===== config.mk =====
export PLATFORM = sky130hd
export DESIGN_NAME = msk_tx_shaper
export DESIGN_NICKNAME = d
export VERILOG_FILES = /design/src/rtl/msk_tx_shaper.sv
export SDC_FILE = /design/constraint.sdc
export NUM_CORES = 1
export LEC_CHECK = 0
export BUFFER_PORTS_ARGS = -buffer_cell sky130_fd_sc_hd__buf_2
export CAP_MARGIN = 10
export CORE_MARGIN = 2
export CORE_UTILIZATION = 45
export CTS_BUF_LIST = sky130_fd_sc_hd__clkbuf_4
export DETAILED_ROUTE_END_ITERATION = 7
export SYNTH_ARGS = -nofsm -noshare
export SYNTH_HDL_FRONTEND = slang
export SYNTH_SLANG_ARGS = --single-unit

===== constraint.sdc =====
create_clock -name clk -period 10.9 [get_ports clk]
set_clock_uncertainty 0.05 [all_clocks]
set_input_delay 0.545 -clock clk [delete_from_list [all_inputs] [get_ports clk]]
set_output_delay 0.545 -clock clk [all_outputs]
set_load 0.02 [all_outputs]

===== src/rtl/msk_tx_shaper.sv =====
// msk_tx_shaper: MSK transmit shaper, alternating I/Q half-sine pulses with Q offset by one bit period
module msk_tx_shaper #(
  parameter int SPB = 20,
  parameter int WO  = 16,
  parameter int AMP = 32767
) (
  input  logic                 clk,
  input  logic                 rst,
  input  logic                 sample_en,
  input  logic                 din,
  input  logic                 din_val,
  output logic                 din_rdy,
  output logic signed [WO-1:0] dout_i,
  output logic signed [WO-1:0] dout_q,
  output logic                 dout_val,
  output logic                 underflow
);
  localparam int CW = $clog2(SPB);
  localparam int PW = $clog2(2 * SPB);
  typedef enum logic {IDLE, RUN} state_t;
  state_t state, state_n;
  logic [CW-1:0] cnt, cnt_n;
  logic phase, phase_n, sign_i, sign_i_n, sign_q, sign_q_n, mute_i, mute_i_n, mute_q, mute_q_n, miss;
  logic [PW-1:0] pos_i, pos_q;
  logic signed [WO-1:0] s_i, s_q;
  logic signed [WO-1:0] h [2*SPB];
  function automatic logic signed [WO-1:0] h_val(input int k);
    return WO'($rtoi(AMP * $sin(3.14159265358979 * k / (2.0 * SPB)) + 0.5));
  endfunction
  for (genvar k = 0; k < 2 * SPB; k++) begin : g_h
    assign h[k] = h_val(k);
  end
  assign din_rdy = sample_en && cnt == '0;
  assign pos_i = phase ? PW'(SPB) + PW'(cnt) : PW'(cnt);
  assign pos_q = phase ? PW'(cnt) : PW'(SPB) + PW'(cnt);
  // samples use the post-load arm state; a freshly loaded arm is at h[0]=0 anyway
  assign s_i = mute_i_n ? '0 : sign_i_n ? -h[pos_i] : h[pos_i];
  assign s_q = mute_q_n ? '0 : sign_q_n ? -h[pos_q] : h[pos_q];
  always_comb begin
    state_n = state;
    cnt_n = cnt;
    phase_n = phase;
    sign_i_n = sign_i;
    sign_q_n = sign_q;
    mute_i_n = mute_i;
    mute_q_n = mute_q;
    miss = 1'b0;
    if (sample_en && state == IDLE && din_val) begin
      state_n = RUN;
      cnt_n = CW'(1);
      sign_i_n = din;
      mute_i_n = 1'b0;
    end else if (sample_en && state == RUN) begin
      cnt_n = (cnt == CW'(SPB - 1)) ? '0 : cnt + 1'b1;
      phase_n = (cnt == CW'(SPB - 1)) ? ~phase : phase;
      if (cnt == '0 && din_val) begin
        sign_i_n = phase ? sign_i : din;
        mute_i_n = phase ? mute_i : 1'b0;
        sign_q_n = phase ? din : sign_q;
        mute_q_n = phase ? 1'b0 : mute_q;
      end else if (cnt == '0) begin
        miss = 1'b1;
        mute_i_n = phase ? mute_i : 1'b1;
        mute_q_n = phase ? 1'b1 : mute_q;
        if (phase ? mute_i : mute_q) begin
          state_n = IDLE;
          cnt_n = '0;
          phase_n = 1'b0;
          mute_i_n = 1'b1;
          mute_q_n = 1'b1;
        end
      end
    end
  end
  always_ff @(posedge clk) begin
    if (rst) begin
      state <= IDLE;
      cnt <= '0;
      phase <= 1'b0;
      sign_i <= 1'b0;
      sign_q <= 1'b0;
      mute_i <= 1'b1;
      mute_q <= 1'b1;
      dout_i <= '0;
      dout_q <= '0;
      dout_val <= 1'b0;
      underflow <= 1'b0;
    end else begin
      state <= state_n;
      cnt <= cnt_n;
      phase <= phase_n;
      sign_i <= sign_i_n;
      sign_q <= sign_q_n;
      mute_i <= mute_i_n;
      mute_q <= mute_q_n;
      dout_i <= sample_en ? s_i : '0;
      dout_q <= sample_en ? s_q : '0;
      dout_val <= sample_en;
      underflow <= miss;
    end
  end
endmodule


After elaboration in Yosys (flattened, before gate mapping)
Memories as Yosys holds them, arrays and structs flattened. Cells that the tools add are included.

Add/subtract/negate cells: 4. Order comparisons: 2. Equal/unequal tests: 2. Mux-type cells: 47. Bitwise logic cells: 7. Reduce and logical (&&, ||, !) cells: 15.

Operator list (count): $mux W16 (6); $mux W1 (35); $neg A16 Y16 (2); $mux W5 (4); $ge A7 B7 Y1 const B (2); $not A6 Y7 (2); $mux W6 (2); $add A5 B5 Y6 const A (1); $reduce_bool A2 Y1 (3); $reduce_or A3 Y1 (2); $add A5 B1 Y5 const B (1); $eq A5 B5 Y1 const B (1); $logic_and A1 B1 Y1 (5); $logic_not A5 Y1 (1); $not A1 Y1 (5); $reduce_and A4 Y1 (1); $reduce_or A4 Y1 (1); $ne A2 B2 Y1 const B (1); $reduce_and A2 Y1 (1); $reduce_or A2 Y1 (1).

Register bits: 45. Memory bits (read-only): 2048. Input bits: 5. Output and inout bits: 35. Logic and storage cells: 91. Memories: 2.

Memories: (no name shown) (depth 64, width 16, rd ports 1, clocked after Yosys merged registers in 0, wr ports 0, RTL line 38) `assign s_q = mute_q_n ? '0 : sign_q_n ? -h[pos_q] : h[pos_q];`; (no name shown) (depth 64, width 16, rd ports 1, clocked after Yosys merged registers in 0, wr ports 0, RTL line 37) `assign s_i = mute_i_n ? '0 : sign_i_n ? -h[pos_i] : h[pos_i];`.

Longest topological paths before layout
Depth after elaboration: 8. Mapped depth: 17.

Least setup slack after synthesis
OpenSTA, ideal clock, no wires.

Path type: flip-flop to flip-flop. From: reg cnt[0]. To: reg dout_q[14]. Data arrival time: 3.256 ns. Slack: 7.473 ns. Cell stages (with the launch flop): 15. Path through: dfxtp_1 > buf_2 > clkinv_1 > ha_1 > nor2b_1 > a21oi_1 > o22a_1 > a221oi_1 > nand2_1 > o21ai_0 > ha_1 > nor4b_4 > and3_1 > a21oi_1 > mux2i_1.

Longest elaborated chain between the ends: 8. Elaborated cells between the ends (all ways): 18. Those cells by class: add/sub: 2; mux: 11; bitwise: 1; reduce/logical: 3; memory: 1.

RTL lines: start: declaration (RTL line 22) `logic [CW-1:0] cnt, cnt_n;`; start signal: assignment (RTL line 90) `cnt <= cnt_n;`; $add A5 B5 Y6 (RTL line 35) `assign pos_q = phase ? PW'(cnt) : PW'(SPB) + PW'(cnt);`; $mux W6 (RTL line 35); $not A6 Y7 (implied by the code) (RTL line 38); $mem_v2 Z64 W16; $mux W16 (implied by the code) (2 in series) (RTL line 38); $neg A16 Y16 (RTL line 38); $mux W16 (RTL line 38); end signal: assignment (RTL line 97) `dout_q <= sample_en ? s_q : '0;`; end: declaration (RTL line 14) `output logic signed [WO-1:0] dout_q,`.

Several ways; a longest one is shown, not always the timed one. The select of a mux whose other input is x is not followed. A chain may end at the register's enable or synchronous reset.

Worst setup path in the final report
From: reg cnt[0]. To: reg dout_q[12].

Same word-level chain as after synthesis.

==> impl_metrics.toml <==
[run_status]
result_of_the_run = "finished, final reports clean"

[worst_setup_path]
r2r_slack_ps = 6400
start_kind = "flip-flop"
worst-endpoint-arrival_ps = 4730
crit_chain = "clkinv_1 -> ha_1 -> nor2b_1 -> a21oi_1 -> o22a_1 -> a221oi_1 -> nand2_1 -> o21ai_0 -> ha_1 -> nor4b_4 -> and3_1 -> a21oi_1 -> mux2i_1"
critPathKind = "flip-flop to flip-flop"
critPathCaptureType = "flip-flop"
crit_path_top_delay_cell = "ha_1"
timing.critical_path.slowest_cell_delay_ps = 1060
data_required_time_at_the_worst_endpoint_ps = 11130
r2r-start = "cnt[0]$_SDFFE_PP0N_"
worstSetupStartpoint = "cnt[0]$_SDFFE_PP0N_"
worst-path-max-fanout = 25

[sta]
final.period_utilization_pct = 41.3
finalSetupTns_ps = 0
finalHoldViolCount = 0
max-slew-margin-rel_pct = 24.7
setup_violations = 0
worst_slew_pin_slew_ps = 1120
achievable-frequency_mhz = 222
grt_setup_unrepaired = "no"
maxSlewViolCount = 0
period_needed_ps = 4500

[clock_network]
clkSlewWorstSetupHoldPaths_ps = 130
clk-insertion-delay-late_ps = 390
gates_resized_cts_repair = 0
post_cts_buffers = 0
cts_hold_buf = 0
numCtsBuffers = 5
ctsRootBufferMaster = "clkbuf_4"
cts.sink_count = 45
cts_htree_levels = 2
tritoncts = "done"
cts-root-to-sink-buffers = 2

[logic_synthesis]
yosys.area.top_type_share_pct = 17.2
yosys-top-cells-count = "nand2_1 (77), nor2_1 (75), a21oi_1 (61), dfxtp_1 (45), o21ai_0 (35)"
synth.ff_latch_count = 45
synth.largest_area_cell = "dfxtp_1"
syn_area_per_cell_sq_um = 7.43
synth_fp_nets = 723
synth-seq-area-share_pct = 17.2
synthesis.area_sq_um = 5250
syn_inst = 706
synth.distinct_cells = 95
synth-warning-count = 0
postSynth.asyncResetShare_pct = 0
number_of_enable_flip_flop_cells_after_synthesis = 0
main_flop_type_after_synthesis = "dfxtp_1"
largest_cells_by_area_after_synthesis = "dfxtp_1 (17%), mux2i_1 (6.1%), a21oi_1 (5.8%)"
yosys.cell_count.top_type = "nand2_1"

[placed_design]
place_congestion = 1.04
dpl.hpwl_um = 13900
io_buffer_count = 39
place_area_sq_um = 5350
post-place-cells = 836

[layout]
regArea_sq_um = 903
antennaDiodeCount = 0
multi_input_comb_area_sq_um = 3950
num-nets-final = 717
finalInstanceArea_sq_um = 5430
drive_gt1_share_pct = 16.4
area_growth_pct = 3.43
final-instance-count-excl-fill = 844
layout.filler_cells = 1187

[global_route]
global_route.usage.total_pct = 30.0
grt_pass1_vias = 5149
first_pass_grt_wire_length_um = 29600
grt_overflow_total = 0
number_of_antenna_violations_at_the_first_check_in_global_routing = 0
largest_net_degree_at_the_start_of_global_routing = 62

[detailed_routing]
drt_pass1_iterations = 7
drt-wirelength-per-cell_um = 22.7
route.detailed.vias_per_inst = 6.55
dr.first_iter.drc_count = 642
route.final.wire_length_um = 19200
drc = 0
detail-route-antenna-nets = 0
vias = 5530

[power_and_ir_drop]
peakVddDrop_mv = 0.0666
p_leak_nw = 2.22
power_density_nw_per_um2 = 66.6

[floorplanning]
num_io_pins = 40
floorplan.initialDensity_pct = 46.0
die_area_sq_um = 12500
core-area_sq_um = 11400
die_h_um = 112
dieWidth_um = 112
rows = 39

[min_path]
hp-start = "din_val"
hold_removal_path_class = "input port to flip-flop"

[flow_run]
drv.max_cap_violation_count = 0
==> sequential cells by signal, summed over array words and instances, names as in the netlist <==
signal / flops
sign_q: 1
sign_i: 1
mute_q: 1
phase: 1
underflow: 1
cnt: 5
dout_val: 1
dout_i: 16
dout_q: 16
mute_i: 1
state: 1
==> worst max-delay path: cells and delay by family (launching register included) <==
family | cells | cell delay [ps]
simple gates | 4 | 1010
fa+ha+maj | 2 | 1280
compound gates | 5 | 1020
buf+inv | 1 | 500
mux | 1 | 160
flops | 1 | 360
==> metrics by stage <==
| step | hold slack (ps) | power (W) | setup WS [ps] | util, % |
|---|---|---|---|---|
| 3_5_place_dp | 487 | 0.000255 | 6550 | 46.8 |
| 5_1_grt | 365 | 0.000377 | 6150 | 47.5 |
| 4_1_cts | 333 | 0.000363 | 6520 | 47.5 |
| 2_1_floorplan | 439 | 0.000233 | 7470 | - |
| 6_report | 349 | 0.000362 | 6400 | 47.5 |
| 3_3_place_gp | 473 | 0.000254 | 6610 | 46.8 |
==> cells in the final DEF (no fill, tap or decap), types with 8 or more instances in the layout <==
cell,netlist,final
nand2b_1,18,18
dfxtp_1,45,43
o22ai_1,13,13
o21ai_0,35,35
nor2b_1,11,11
xor2_1,12,12
ha_1,12,12
nand2_1,77,77
and2_1,8,8
or2_2,10,10
buf_4,5,10
a31oi_1,12,12
a211oi_1,12,12
mux2i_1,32,32
nor2_1,75,75
a21oi_1,61,61
nand3_1,12,12
buf_2,29,39
nor3_1,11,11
mux2_2,9,9
a21o_1,14,14
inv_1,8,8
xnor2_1,8,8
==> cell type report <==
class,instances,share of cell area (%)
clock inverters,3,0.761
flip-flops and latches,45,16.6
inverters,13,0.945
well taps,143,3.30
multi-input cells,586,72.7
repair buffers,49,4.98
clock buffers,5,0.692
==> metal layers <==
layer / GRT usage [%] / vias up / wire length [um]
li1: - / 2577 / -
met1: 38.8 / 2613 / 8100
met2: 47.6 / 279 / 8570
met3: 5.88 / 61 / 1490
met4: 15.5 / 0 / 1010
met5: 0 / - / 0
==> path summary, 6_finish.rpt <==
path,to,depth (start not counted)
max,dout_q[12]$_SDFF_PP0_,13
min,underflow$_SDFF_PP0_,2
max reg2reg,dout_q[12]$_SDFF_PP0_,13
min reg2reg,state$_SDFFE_PP0P_,2
==> cell families after synthesis <==
group	Yosys count	synth area share, %
simple gates	269	26.5
fa+ha+maj	12	2.86
buf+inv	75	7.65
mux	48	10.7
xor+xnor	23	4.48
flops	45	17.2
compound gates	234	30.7
==> report_power, final <==
group / internal (W) / total, W / switching (W) / leakage, nW
Sequential: 0.000167 / 0.000168 / 0.00000112 / 0.365
Clock: 0.0000475 / 0.000108 / 0.0000605 / 0.0389
Combinational: 0.0000301 / 0.0000858 / 0.0000556 / 1.82
Total: 0.000244 / 0.000362 / 0.000117 / 2.22
No activity file was read; power rests on OpenSTA's default activity.
